`config.mk`:
```
export PLATFORM = sky130hd
export DESIGN_NAME = cci_mpf_prim_multi_write_gen
export DESIGN_NICKNAME = d
export VERILOG_FILES = /design/src/rtl/cci_mpf_prim_pkg.sv /design/src/rtl/cci_mpf_prim_multi_write_beat_ctr.sv /design/src/rtl/cci_mpf_prim_multi_write_gen.sv
export SDC_FILE = /design/constraint.sdc
export NUM_CORES = 1
export LEC_CHECK = 0
export BUFFER_PORTS_ARGS = -buffer_cell sky130_fd_sc_hd__buf_2
export CORE_AREA = 2 2 451 453
export CTS_CLUSTER_DIAMETER = 80
export DETAILED_ROUTE_END_ITERATION = 8
export DIE_AREA = 0 0 453 455
export PLACE_DENSITY = 0.38
export SLEW_MARGIN = 20
export SYNTH_ARGS = -nofsm -noshare
export SYNTH_HDL_FRONTEND = slang
export SYNTH_SLANG_ARGS = --single-unit
```
`constraint.sdc`:
```
create_clock -name clk -period 3.2 [get_ports clk]
set_input_delay 0.16 -clock clk [delete_from_list [all_inputs] [get_ports clk]]
set_output_delay 0.16 -clock clk [all_outputs]
set_load 0.01 [all_outputs]
```
`src/rtl/cci_mpf_prim_pkg.sv`:
```
// Shared types and helpers for the MPF multi-line write primitives.
package cci_mpf_prim_pkg;

  typedef logic [41:0]  t_cci_clAddr;
  typedef logic [1:0]   t_cci_clLen;
  typedef logic [1:0]   t_cci_clNum;
  typedef logic [15:0]  t_cci_mdata;
  typedef logic [511:0] t_cci_clData;

  typedef struct packed {
    t_cci_clAddr address;
    t_cci_clLen  cl_len;
    logic        sop;
  } t_cci_mpf_c1_ReqMemHdrBase;

  typedef struct packed {
    t_cci_mpf_c1_ReqMemHdrBase base;
    t_cci_mdata                mdata;
  } t_cci_mpf_c1_ReqMemHdr;

  typedef struct packed {
    t_cci_mpf_c1_ReqMemHdr hdr;
    t_cci_clData           data;
    logic                  valid;
  } t_if_cci_mpf_c1_Tx;

  localparam logic [0:0] ST_IDLE  = 1'b0;
  localparam logic [0:0] ST_BURST = 1'b1;

  typedef enum logic [0:0] {
    IDLE  = ST_IDLE,
    BURST = ST_BURST
  } t_multi_write_gen_state;

  // 2 is not a legal length encoding; round it up to a 4-line packet first.
  function automatic t_cci_clLen legal_cl_len(t_cci_clLen len, t_cci_clLen max_len);
    t_cci_clLen l;
    l = (len == 2'd2) ? 2'd3 : len;
    if (l > max_len) l = max_len;
    return l;
  endfunction

  function automatic t_cci_clAddr align_mask(t_cci_clLen len);
    return ~t_cci_clAddr'(len);
  endfunction

  function automatic t_cci_mpf_c1_ReqMemHdr cci_mpf_c1_genReqHdr(
    t_cci_clAddr address,
    t_cci_clLen  cl_len,
    logic        sop,
    t_cci_mdata  mdata
  );
    t_cci_mpf_c1_ReqMemHdr h;
    h              = '0;
    h.base.address = address;
    h.base.cl_len  = cl_len;
    h.base.sop     = sop;
    h.mdata        = mdata;
    return h;
  endfunction

endpackage

```
`src/rtl/cci_mpf_prim_multi_write_beat_ctr.sv`:
```
// Beat index, last-beat detect and SOP for one multi-line packet.
module cci_mpf_prim_multi_write_beat_ctr
  import cci_mpf_prim_pkg::*;
(
  input  logic       clk,
  input  logic       reset,
  input  logic       start,
  input  logic       advance,
  input  t_cci_clLen cl_len,
  output t_cci_clNum beat,
  output logic       last,
  output logic       sop
);

  assign last = (beat == t_cci_clNum'(cl_len));
  assign sop  = (beat == '0);

  always_ff @(posedge clk) begin
    if (reset || start) begin
      beat <= '0;
    end else if (advance) begin
      beat <= last ? '0 : t_cci_clNum'(beat + 2'd1);
    end
  end

endmodule

```
`src/rtl/cci_mpf_prim_multi_write_gen.sv`:
```
// Multi-line c1Tx write packet generator: one header in, cl_len+1 beats out.
// Optional sticky illegal-request flag: CCI_MPF_PRIM_MULTI_WRITE_ERR_EN.
module cci_mpf_prim_multi_write_gen
  import cci_mpf_prim_pkg::*;
#(
  parameter int MAX_CL_LEN = 3
)
(
  input  logic                  clk,
  input  logic                  reset,
  input  logic                  req_valid,
  input  t_cci_mpf_c1_ReqMemHdr req_hdr,
  output logic                  req_ready,
  input  logic                  data_valid,
  input  t_cci_clData           data,
  output logic                  data_ready,
  input  logic                  c1TxAlmFull,
  output t_if_cci_mpf_c1_Tx     c1Tx,
  output logic                  busy
`ifdef CCI_MPF_PRIM_MULTI_WRITE_ERR_EN
  ,
  output logic                  err
`endif
);

  localparam t_cci_clLen MAX_LEN = t_cci_clLen'(MAX_CL_LEN);

  t_multi_write_gen_state state;
  t_cci_clAddr            lat_addr;
  t_cci_clLen             lat_len;
  t_cci_mdata             lat_mdata;
  t_cci_clLen             req_len;
  t_cci_clNum             beat;
  logic                   beat_last, beat_sop;
  logic                   accept, consume;
  logic                   tx_valid;
  t_cci_mpf_c1_ReqMemHdr  tx_hdr;
  t_cci_clData            tx_data;
  t_cci_clAddr            beat_addr;
  logic                   unused_sop;

  assign unused_sop = req_hdr.base.sop;
  assign req_len    = legal_cl_len(req_hdr.base.cl_len, MAX_LEN);

  assign req_ready  = !reset && (state == IDLE)  && !c1TxAlmFull;
  assign data_ready = !reset && (state == BURST) && !c1TxAlmFull;
  assign accept     = req_valid  && req_ready;
  assign consume    = data_valid && data_ready;
  assign busy       = (state == BURST);

  cci_mpf_prim_multi_write_beat_ctr u_beat_ctr (
    .clk     (clk),
    .reset   (reset),
    .start   (accept),
    .advance (consume),
    .cl_len  (lat_len),
    .beat    (beat),
    .last    (beat_last),
    .sop     (beat_sop)
  );

  always_ff @(posedge clk) begin
    if (reset) begin
      state <= IDLE;
    end else begin
      case (state)
        IDLE:    if (accept) state <= BURST;
        BURST:   if (consume && beat_last) state <= IDLE;
        default: state <= IDLE;
      endcase
    end
  end

  always_ff @(posedge clk) begin
    if (reset) begin
      lat_addr  <= '0;
      lat_len   <= '0;
      lat_mdata <= '0;
    end else if (accept) begin
      lat_addr  <= req_hdr.base.address & align_mask(req_len);
      lat_len   <= req_len;
      lat_mdata <= req_hdr.mdata;
    end
  end

  // Base is aligned, so OR-ing the beat index is the same as adding it.
  assign beat_addr = {lat_addr[41:2], lat_addr[1:0] | beat};

  always_ff @(posedge clk) begin
    if (reset) begin
      tx_valid <= 1'b0;
      tx_hdr   <= '0;
      tx_data  <= '0;
    end else begin
      tx_valid <= consume;
      if (consume) begin
        tx_hdr  <= cci_mpf_c1_genReqHdr(beat_addr, lat_len, beat_sop, lat_mdata);
        tx_data <= data;
      end
    end
  end

  assign c1Tx = '{hdr: tx_hdr, data: tx_data, valid: tx_valid};

`ifdef CCI_MPF_PRIM_MULTI_WRITE_ERR_EN
  logic bad_req;
  assign bad_req = ((req_hdr.base.address[1:0] & req_len) != 2'b00) ||
                   (req_hdr.base.cl_len == 2'd2) ||
                   (req_hdr.base.cl_len > MAX_LEN);

  always_ff @(posedge clk) begin
    if (reset) begin
      err <= 1'b0;
    end else if (accept && bad_req) begin
      err <= 1'b1;
    end
  end

`ifndef SYNTHESIS
  always_ff @(posedge clk) begin
    if (!reset && accept && bad_req)
      $warning("multi_write_gen: illegal request addr=0x%0h cl_len=%0d",
               req_hdr.base.address, req_hdr.base.cl_len);
  end
`endif
`endif

endmodule

```
* Yosys cells after proc, flatten, opt, wreduce, memory -nomap -nowiden
Cells that the tools add are included.
** Storage, ports and cells
- Flip-flop bits (word level) :: 637
- Input port bits :: 578
- Output and inout port bits :: 577
- Logic and storage cells :: 36
** Operators by class
- Add/sub/neg operators :: 1
- $lt $le $gt $ge :: 1
- Equality and inequality tests :: 2
- Muxes and demuxes :: 6
- Bitwise gates (word level) :: 4
- Reductions and logical operators :: 11
** Operators with widths (count)
- $and 42x42->42 :: 1
- $not 2->42 :: 1
- $logic_and 1x1->1 :: 7
- $mux 2 :: 3
- $add 2x1->2 const B :: 1
- $eq 2x2->1 :: 1
- $eq 2x2->1 const B :: 1
- $gt 2x2->1 const B :: 1
- $logic_not 1->1 :: 2
- $logic_not 2->1 :: 1
- $mux 1 :: 2
- $or 2x2->2 :: 1
- $pmux 1 s2 :: 1
- $logic_or 1x1->1 :: 1
- $not 1->1 :: 1

* Depth between registers and ports, before layout
Gate-level depths: netlist of run 1.
- Depth in word-level cells :: 7
- Depth in mapped cells :: 7
- Mapped depth without buffers :: 4

* By module
A second synthesis of run 1 with hierarchy kept.
** Second synthesis, totals
- Cell total of the unflattened synthesis :: 2100
- Area, all modules :: 24801.3 um^2
** By module, submodules not included
- cci_mpf_prim_multi_write_gen :: instances 1, cells an instance 2086, area an instance 24681.2 um^2, seq. area each 12712.2 um^2
- cci_mpf_prim_multi_write_beat_ctr :: instances 1, cells an instance 14, area an instance 120.1 um^2, seq. area each 40.0 um^2

* Worst setup path after synthesis of run 1
No wires, ideal clock.
- Kind :: register to register
- Start point :: reg state, in the netlist busy
- End point :: reg lat_addr[2]
- Setup time :: 132 ps
- Data arrival time :: 1258 ps
- Required time :: 3068 ps
- Setup slack :: 1810 ps
- Stages on the path, launching flop included :: 6
- Buffers on the path :: 2
- Clock period less this slack :: 1390 ps
- Cells stage by stage :: dfxtp_1 -> or4b_1 -> buf_2 -> buf_6 -> nand2_1 -> a21oi_1
** Between the ends
- Word-level cells in the longest chain between the ends :: 4
** Ends and longest elaborated chain
- start, declared :: line cci_mpf_prim_multi_write_gen.sv:28 : t_multi_write_gen_state state;
- start signal, assigned :: line cci_mpf_prim_multi_write_gen.sv:64 : state <= IDLE;
- start signal, assigned :: line cci_mpf_prim_multi_write_gen.sv:67 : IDLE: if (accept) state <= BURST;
- start signal, assigned :: line cci_mpf_prim_multi_write_gen.sv:68 : BURST: if (consume && beat_last) state <= IDLE;
- $not 1->1
- $logic_and 1x1->1 (2 in a row) :: line cci_mpf_prim_multi_write_gen.sv:45 : assign req_ready = !reset && (state == IDLE) && !c1TxAlmFull;
- $logic_and 1x1->1 :: line cci_mpf_prim_multi_write_gen.sv:47 : assign accept = req_valid && req_ready;
- end signal, assigned :: line cci_mpf_prim_multi_write_gen.sv:80 : lat_addr <= req_hdr.base.address & align_mask(req_len);
- end, declared :: line cci_mpf_prim_multi_write_gen.sv:29 : t_cci_clAddr lat_addr;
Every way passes these cells.
A chain may end at the register's enable or synchronous reset.

* Worst setup path in the final report of run 1
- Start point :: reg state, in the netlist busy
- End point :: reg lat_addr[18]
Same word-level chain as after synthesis.

==> results of run 1 <==
==> logic make-up after synthesis <==
| kind of cell | count (synthesis) | synth area share, % |
|---|---|---|
| AND/OR/NAND/NOR | 1275 | 22.1 |
| AO/OA/AOI/OAI | 637 | 14.6 |
| flip-flops | 637 | 58.2 |
| buffers and inverters | 215 | 4.93 |
| XOR/XNOR | 2 | 0.0800 |
| adder cells (fa/ha/maj) | 1 | 0.0571 |
==> how the worst max path moves through the flow <==
stage / from / end / slack [ns] / depth (start not counted)
2_1_floorplan: busy$_SDFF_PP0_ / lat_addr[2]$_SDFFE_PP0P_ / 1.81 / 5
3_3_place_gp: busy$_SDFF_PP0_ / tx_data[402]$_SDFFE_PP0P_ / 0.69 / 6
3_5_place_dp: busy$_SDFF_PP0_ / c1Tx[532]$_SDFFE_PP0P_ / 0.68 / 6
4_1_cts: busy$_SDFF_PP0_ / lat_addr[18]$_SDFFE_PP0P_ / 0.58 / 5
5_1_grt: busy$_SDFF_PP0_ / lat_addr[18]$_SDFFE_PP0P_ / 0.49 / 5
6_report: busy$_SDFF_PP0_ / lat_addr[18]$_SDFFE_PP0P_ / 0.59 / 5
==> worst max-delay path, stage by stage, from the launching register on <==
cell	delay (ns)
dfxtp_1	0.42
or4b_2	1.03
buf_12	0.32
nand2_1	0.09
a21oi_1	0.06
dlygate4sd3_1	0.57
==> metrics by stage <==
stage | setup WS [ns] | utilization (%)
global route | 0.489 | 19.5
CTS | 0.580 | 19.4
floorplan | 1.81 | -
detailed placement | 0.685 | 15.1
global placement | 0.691 | 15.1
finish | 0.586 | 19.5
==> metal layers <==
metal	global-route usage (%)	routed length (um)
met2	21.1	66800
met4	4.42	5030
met5	0	7
met1	14.9	54200
met3	4.12	11800
==> final cells by class <==
cell class                 count  area (um^2)  area share (%)
sequential                   637        12800            32.5
timing repair buffer        1763        12000            30.7
multi-input combinational   1915         8080            20.6
tap                         2672         3340            8.53
clock buffer                 122         2440            6.22
clock inverter                32          474            1.21
antenna                       17         42.5           0.109
inverter                       3         27.5          0.0703
==> flip-flops by register name, summed over array words and instances (netlist names) <==
register	flops
tx_data	512
c1Tx	61
lat_addr	42
lat_mdata	16
lat_len	2
u_beat_ctr.beat	2
busy	1
tx_valid	1
==> synth_stat cells, types with 2 or more instances <==
cell / instances / area share [%]
o211ai_1: 2 / 0.069
xor2_1: 2 / 0.080
nor3_1: 5 / 0.11
nor2_1: 4 / 0.069
buf_4: 7 / 0.24
buf_6: 13 / 0.67
inv_1: 2 / 0.034
dfxtp_1: 637 / 58
clkbuf_1: 75 / 1.3
a211oi_1: 3 / 0.10
a21oi_1: 631 / 14
buf_2: 117 / 2.7
nand2_1: 1260 / 22
==> power breakdown <==
| part | internal [mW] | switching [mW] | total [mW] | leakage (nW) |
|---|---|---|---|---|
| combinational | 0.821 | 0.727 | 1.55 | 9.51 |
| sequential | 8.01 | 0.0467 | 8.05 | 5.14 |
| clock | 5.99 | 4.03 | 10.0 | 1.42 |
==> impl_results.md, run 1 <==
- Outcome: finished clean
- Remaining antenna violation count after routing: 0
- TritonCTS clock tree: done
- Crit path required time: between 3 and 4 ns
- Setup violations, final: 0
- H-tree level count: 3
- Number of flops mapped to enable cells by yosys: 0
- Leakage power: around 16 nW
- Router iterations before antenna repair: 7
- Die boundary width: ~450 um
- Synthesized netlist net count: between 3000 and 4000
- Number of pins with negative max-slew slack in the final report: 0
- Hold Crit Endpoint: lat_len[1]$_SDFFE_PP0P_
- Num CTS Buffers: 85
- Summed area of non-filler cells in the final layout: 39200 um^2
- Hold bufs inserted after CTS: roughly 580
- Sink count of the clock tree: 637
- Average via count per standard cell: ~3.5
- Core area: 201000 um^2
- Number of global-route vias before repair: ~24000
- Gates resized, CTS repair: 0
- Initial antenna violation count: 59
- Floorplan die area: around 210000 um^2
- Number of fill cells in the layout: around 23000
- Number of hold violations in the final report: 0
- Starting Density: around 11%
- Master cell of the clock root buffer: clkbuf_16
- Max rail drop VDD: between 0.3 and 0.4 mV
- Average wire per standard cell: 19.2 um
- Share of the yosys chip area belonging to registers: 58.2%
- Maximum capacitance violations: 0
- CP Launch Type: flop
- Die span in y: between 400 and 500 um
- Yosys warning total: 0
- Placement row count: 165
- Most common library cell in the layout ignoring fill and taps: nand2_1
- Number of input and output port buffers inserted: 1153
- Violation count after the first detailed-route iteration: 2045
- Placed Area: around 30000 um^2
- Clk Latency, worst-skew pair: around 0.7 ns
- Flip-flop and latch count after synthesis: ~640
- Fraction of layout instances using a drive strength above 1: between 20% and 30%
- Kind of critical path: reg2reg
- Worst Reg-to-Reg Cells: 5
- All-Layer GR Usage: 12.6%
- Wire length of the first global-routing pass: 185000 um
- Peak Freq: roughly 0.38 GHz
- GP Congestion: a little under 0.9
- Setup Skew: around 0.036 ns
- WL final: around 140000 um
- Most used cells in the layout excluding fill and tap cells: nand2_1, buf_2, dfxtp_1
- Via count: ~25000
- Worst-path maximum fanout: 38
- Hold path startpoint: c1TxAlmFull
- Worst reg2reg startpoint: busy$_SDFF_PP0_
- Number of instances in the synthesized netlist: ~2800
- Data arrival, critical path: roughly 3.2 ns
- R2r setup slk: around 0.6 ns
- Slew HR: ~17%
- R2R Path End: lat_addr[18]$_SDFFE_PP0P_
- Half-perimeter wire length of the detailed placement result: 106000 um
- Accumulated negative setup slack: 0 ns
- Net total in the final layout: between 4000 and 5000
- Finished Layout Cells: 7161
- Post-placement cell count: approximately 6400
- Worst Max-Slew Pin Slew: roughly 1.2 ns
- Worst Setup End Kind: flop
- Primary flip-flop cell chosen by synthesis mapping: dfxtp_1
- Clock input transition at the sequential cells of the worst setup and hold paths: approximately 0.060 ns
- Cell area after synthesis: ~22000 um^2
- Signed area change from the synthesized netlist to the final layout: 78.9%
- Cell area power density: roughly 500 nW/um^2
- Part of the cycle the worst path needs: between 80% and 90%
- Worst hold path class: in2reg
- Io pins: ~1200
- Worst-case hold slack: 0.137 ns
- Unique masters post-synth: 22
- Setup repair after global routing missed its margin: no
- GRT Residual Overflow: 0
- Number of setup buffers added after CTS: 0
- Hold path depth: 5
- Power consumption: 19.6 mW
- Async set or reset register ratio after synthesis: 0%
- Max Buffers Root-to-Sink: 3
- Final routed DRC violation total: 0
- Mapped Avg Cell Area: about 7.9 um^2
- Post-layout minimum cycle time: approximately 2.6 ns
- Pin count of the biggest net entering global routing: between 150 and 200
No activity file was read; power rests on OpenSTA's default activity.
==> run 2: changes to the inputs <==
Settings changed: CORE_AREA 2 2 451 453 to 2 2 452 454, DIE_AREA 0 0 453 455 to 0 0 454 456.
Clock period 3.2 ns to 2.5 ns, I/O delays scaled along.
==> impl_results.md, run 2 (synthesis results as in run 1) <==
- Outcome: finished, violations left
- Violations in the final reports: setup timing
- All-Layer GR Usage: 13.3% (+0.76 points)
- Kind of critical path: reg2reg
- Average via count per standard cell: 3.51 (-0.91%)
- Post-layout minimum cycle time: 2.51 ns (-0.101 ns)
- Average wire per standard cell: 19.9 um (+3.5%)
- Io pins: 1155 (unchanged)
- Setup repair after global routing missed its margin: yes
- Worst reg2reg startpoint: busy$_SDFF_PP0_
- Router iterations before antenna repair: 7 (unchanged)
- Master cell of the clock root buffer: clkbuf_16
- Worst Setup End Kind: flop
- End-of-flow core utilization: 20.1% (+0.62 points)
- Maximum capacitance violations: 0 (unchanged)
- Setup violations, final: 1 (+1)
- Clk Latency, worst-skew pair: 0.71 ns (about the same)
- Max Buffers Root-to-Sink: 3 (unchanged)
- Final routed DRC violation total: 0 (unchanged)
- Die boundary width: 454 um (+0.22%)
- Clock input transition at the sequential cells of the worst setup and hold paths: 0.06 ns (about the same)
- Wire length of the first global-routing pass: 194000 um (+5.3%)
- Biggest register: tx_data
- Placement row count: 165 (unchanged)
- Post-placement cell count: 6435 (+0.37%)
- Finished Layout Cells: 7291 (+1.8%)
- Core area: 202000 um^2 (+0.21%)
- Max reg flops: 512 (unchanged)
- Floorplan die area: 207000 um^2 (+0.44%)
- Remaining antenna violation count after routing: 0 (unchanged)
- Setup Skew: 0.0438 ns (+0.00761 ns)
- Slew HR: 25.2% (+8.0 points)
- Initial antenna violation count: 82 (+39%)
- Via count: 25625 (+0.89%)
- Worst Max-Slew Pin Slew: 1.12 ns (-0.120 ns)
- Signed area change from the synthesized netlist to the final layout: 85.0%
- Critical path capture point: lat_addr[10]$_SDFFE_PP0P_
- Most used cells in the layout excluding fill and tap cells: nand2_1, buf_2, dlygate4sd3_1
- Cell area power density: 634 nW/um^2 (+27%)
- Starting Density: 10.9% (-0.022 points)
- Worst Reg-to-Reg Cells: 8 (+3)
- Half-perimeter wire length of the detailed placement result: 112000 um (+6.3%)
- GRT Residual Overflow: 0 (unchanged)
- TritonCTS clock tree: done
- Multi-input combinational cell area: 8100 um^2 (+0.19%)
- H-tree level count: 3 (unchanged)
- Leakage power: 16.6 nW (+3.7%)
- Final setup margin: -0.0124 ns (-0.599 ns)
- Net total in the final layout: 5105 (+2.4%)
- R2r setup slk: -0.01 ns (-0.60 ns)
- Number of pins with negative max-slew slack in the final report: 0 (unchanged)
- Worst hold path class: in2reg
- R2R Path End: lat_addr[10]$_SDFFE_PP0P_
- Most common library cell in the layout ignoring fill and taps: nand2_1
- Fraction of layout instances using a drive strength above 1: 29.8% (+0.23 points)
- Part of the cycle the worst path needs: 100% (+19 points)
- Max rail drop VDD: 0.480 mV (+24%)
- Die span in y: 456 um (+0.22%)
- Peak Freq: 0.398 GHz (+4.0%)
- Num CTS Buffers: 90 (+5.9%)
- Pin count of the biggest net entering global routing: 171 (-5.5%)
- Crit path required time: 3.16 ns (-0.61 ns)
- Number of fill cells in the layout: 22775 (+0.040%)
- CP Launch Type: flop
- Number of global-route vias before repair: 25138 (+3.6%)
- WL final: 145000 um (+5.4%)
- Sink count of the clock tree: 637 (unchanged)
- Area used by sequential logic in the layout: 12800 um^2 (about the same)
- Number of input and output port buffers inserted: 1153 (unchanged)
- Launching element of the worst setup path: busy$_SDFF_PP0_
- Worst-path maximum fanout: 6 (-84%)
- Violation count after the first detailed-route iteration: 1473 (-28%)
- Power consumption: 25.7 mW (+31%)
- GP Congestion: 0.968 (+11%)
- Number of hold violations in the final report: 0 (unchanged)
- Data arrival, critical path: 3.18 ns (about the same)
==> run 2: changes by cell type in the layout (fill, tap and decap cells not counted), moves of 4 or more <==
| cell | change |
|---|---|
| dlygate4sd3_1 | +83 |
| buf_4 | +25 |
| diode_2 | +14 |
| clkbuf_1 | -8 |
| clkbuf_8 | -6 |
| clkbuf_16 | +5 |
| clkinv_2 | +5 |
| a21oi_1 | -4 |
| a21oi_2 | +4 |
| inv_6 | +4 |
==> run 2: critical path, stage by stage, from the launching register on <==
cell,delay [ns]
dfxtp_2,0.34
buf_4,0.17
nor4b_4,0.33
buf_4,0.18
clkbuf_16,0.16
nand2_1,0.06
dlygate4sd3_1,0.55
a21oi_1,0.12
dlygate4sd3_1,0.56
==> run 2: stage by stage <==
stage                     cell area (um^2)  TNS, ns  setup WS (ns)  hold slack (ns)
after global routing                 40500   -0.143         -0.143            0.112
after CTS                            40400        0         0.0150           0.0351
after detailed placement             30700        0          0.520            0.371
after floorplan                      21900        0           1.11            0.261
final                                40500  -0.0124        -0.0124            0.141
after global placement               30700        0          0.530            0.366
==> run 2: final cells by class <==
cell class	count	share of cell area, %
Clock inverter	42	1.49
Clock buffer	112	5.99
Timing Repair Buffer	1879	32.5
Inverter	3	0.0680
Sequential cell	637	31.5
Multi-Input combinational cell	1915	20.0
Tap cell	2672	8.25
Antenna cell	31	0.192
==> run 2: report_power, final <==
part | total (mW) | switching (mW) | internal [mW]
Combinational | 2.04 | 0.942 | 1.10
Sequential | 10.3 | 0.0573 | 10.2
Clock | 13.3 | 5.46 | 7.86
==> run 2: how the worst min path moves through the flow <==
stage	slack [ns]	end	cells after the start	startpoint
floorplan	0.26	lat_addr[10]$_SDFFE_PP0P_	2	req_hdr[29]
global placement	0.37	tx_data[277]$_SDFFE_PP0P_	3	data[277]
detailed placement	0.37	tx_data[139]$_SDFFE_PP0P_	3	data[139]
CTS	0.04	u_beat_ctr.beat[0]$_SDFFE_PP0P_	4	c1TxAlmFull
global route	0.11	u_beat_ctr.beat[1]$_SDFFE_PP0P_	4	c1TxAlmFull
finish	0.14	u_beat_ctr.beat[0]$_SDFFE_PP0P_	4	c1TxAlmFull
==> run 2: routing by layer <==
metal	GRT usage, %	wire length, um
met1	15.1	57100
met2	24.0	73700
met3	3.55	10200
met4	4.00	4130
met5	0	76
==> run 2: timing repair <==
action / in CTS / in global routing
endpoints found under the setup margin: 0 / 12
gates resized for setup: 0 / 8
hold buffers: 672 / 0
setup buffers: 0 / 6
hold endpoints to repair: 592 / 0
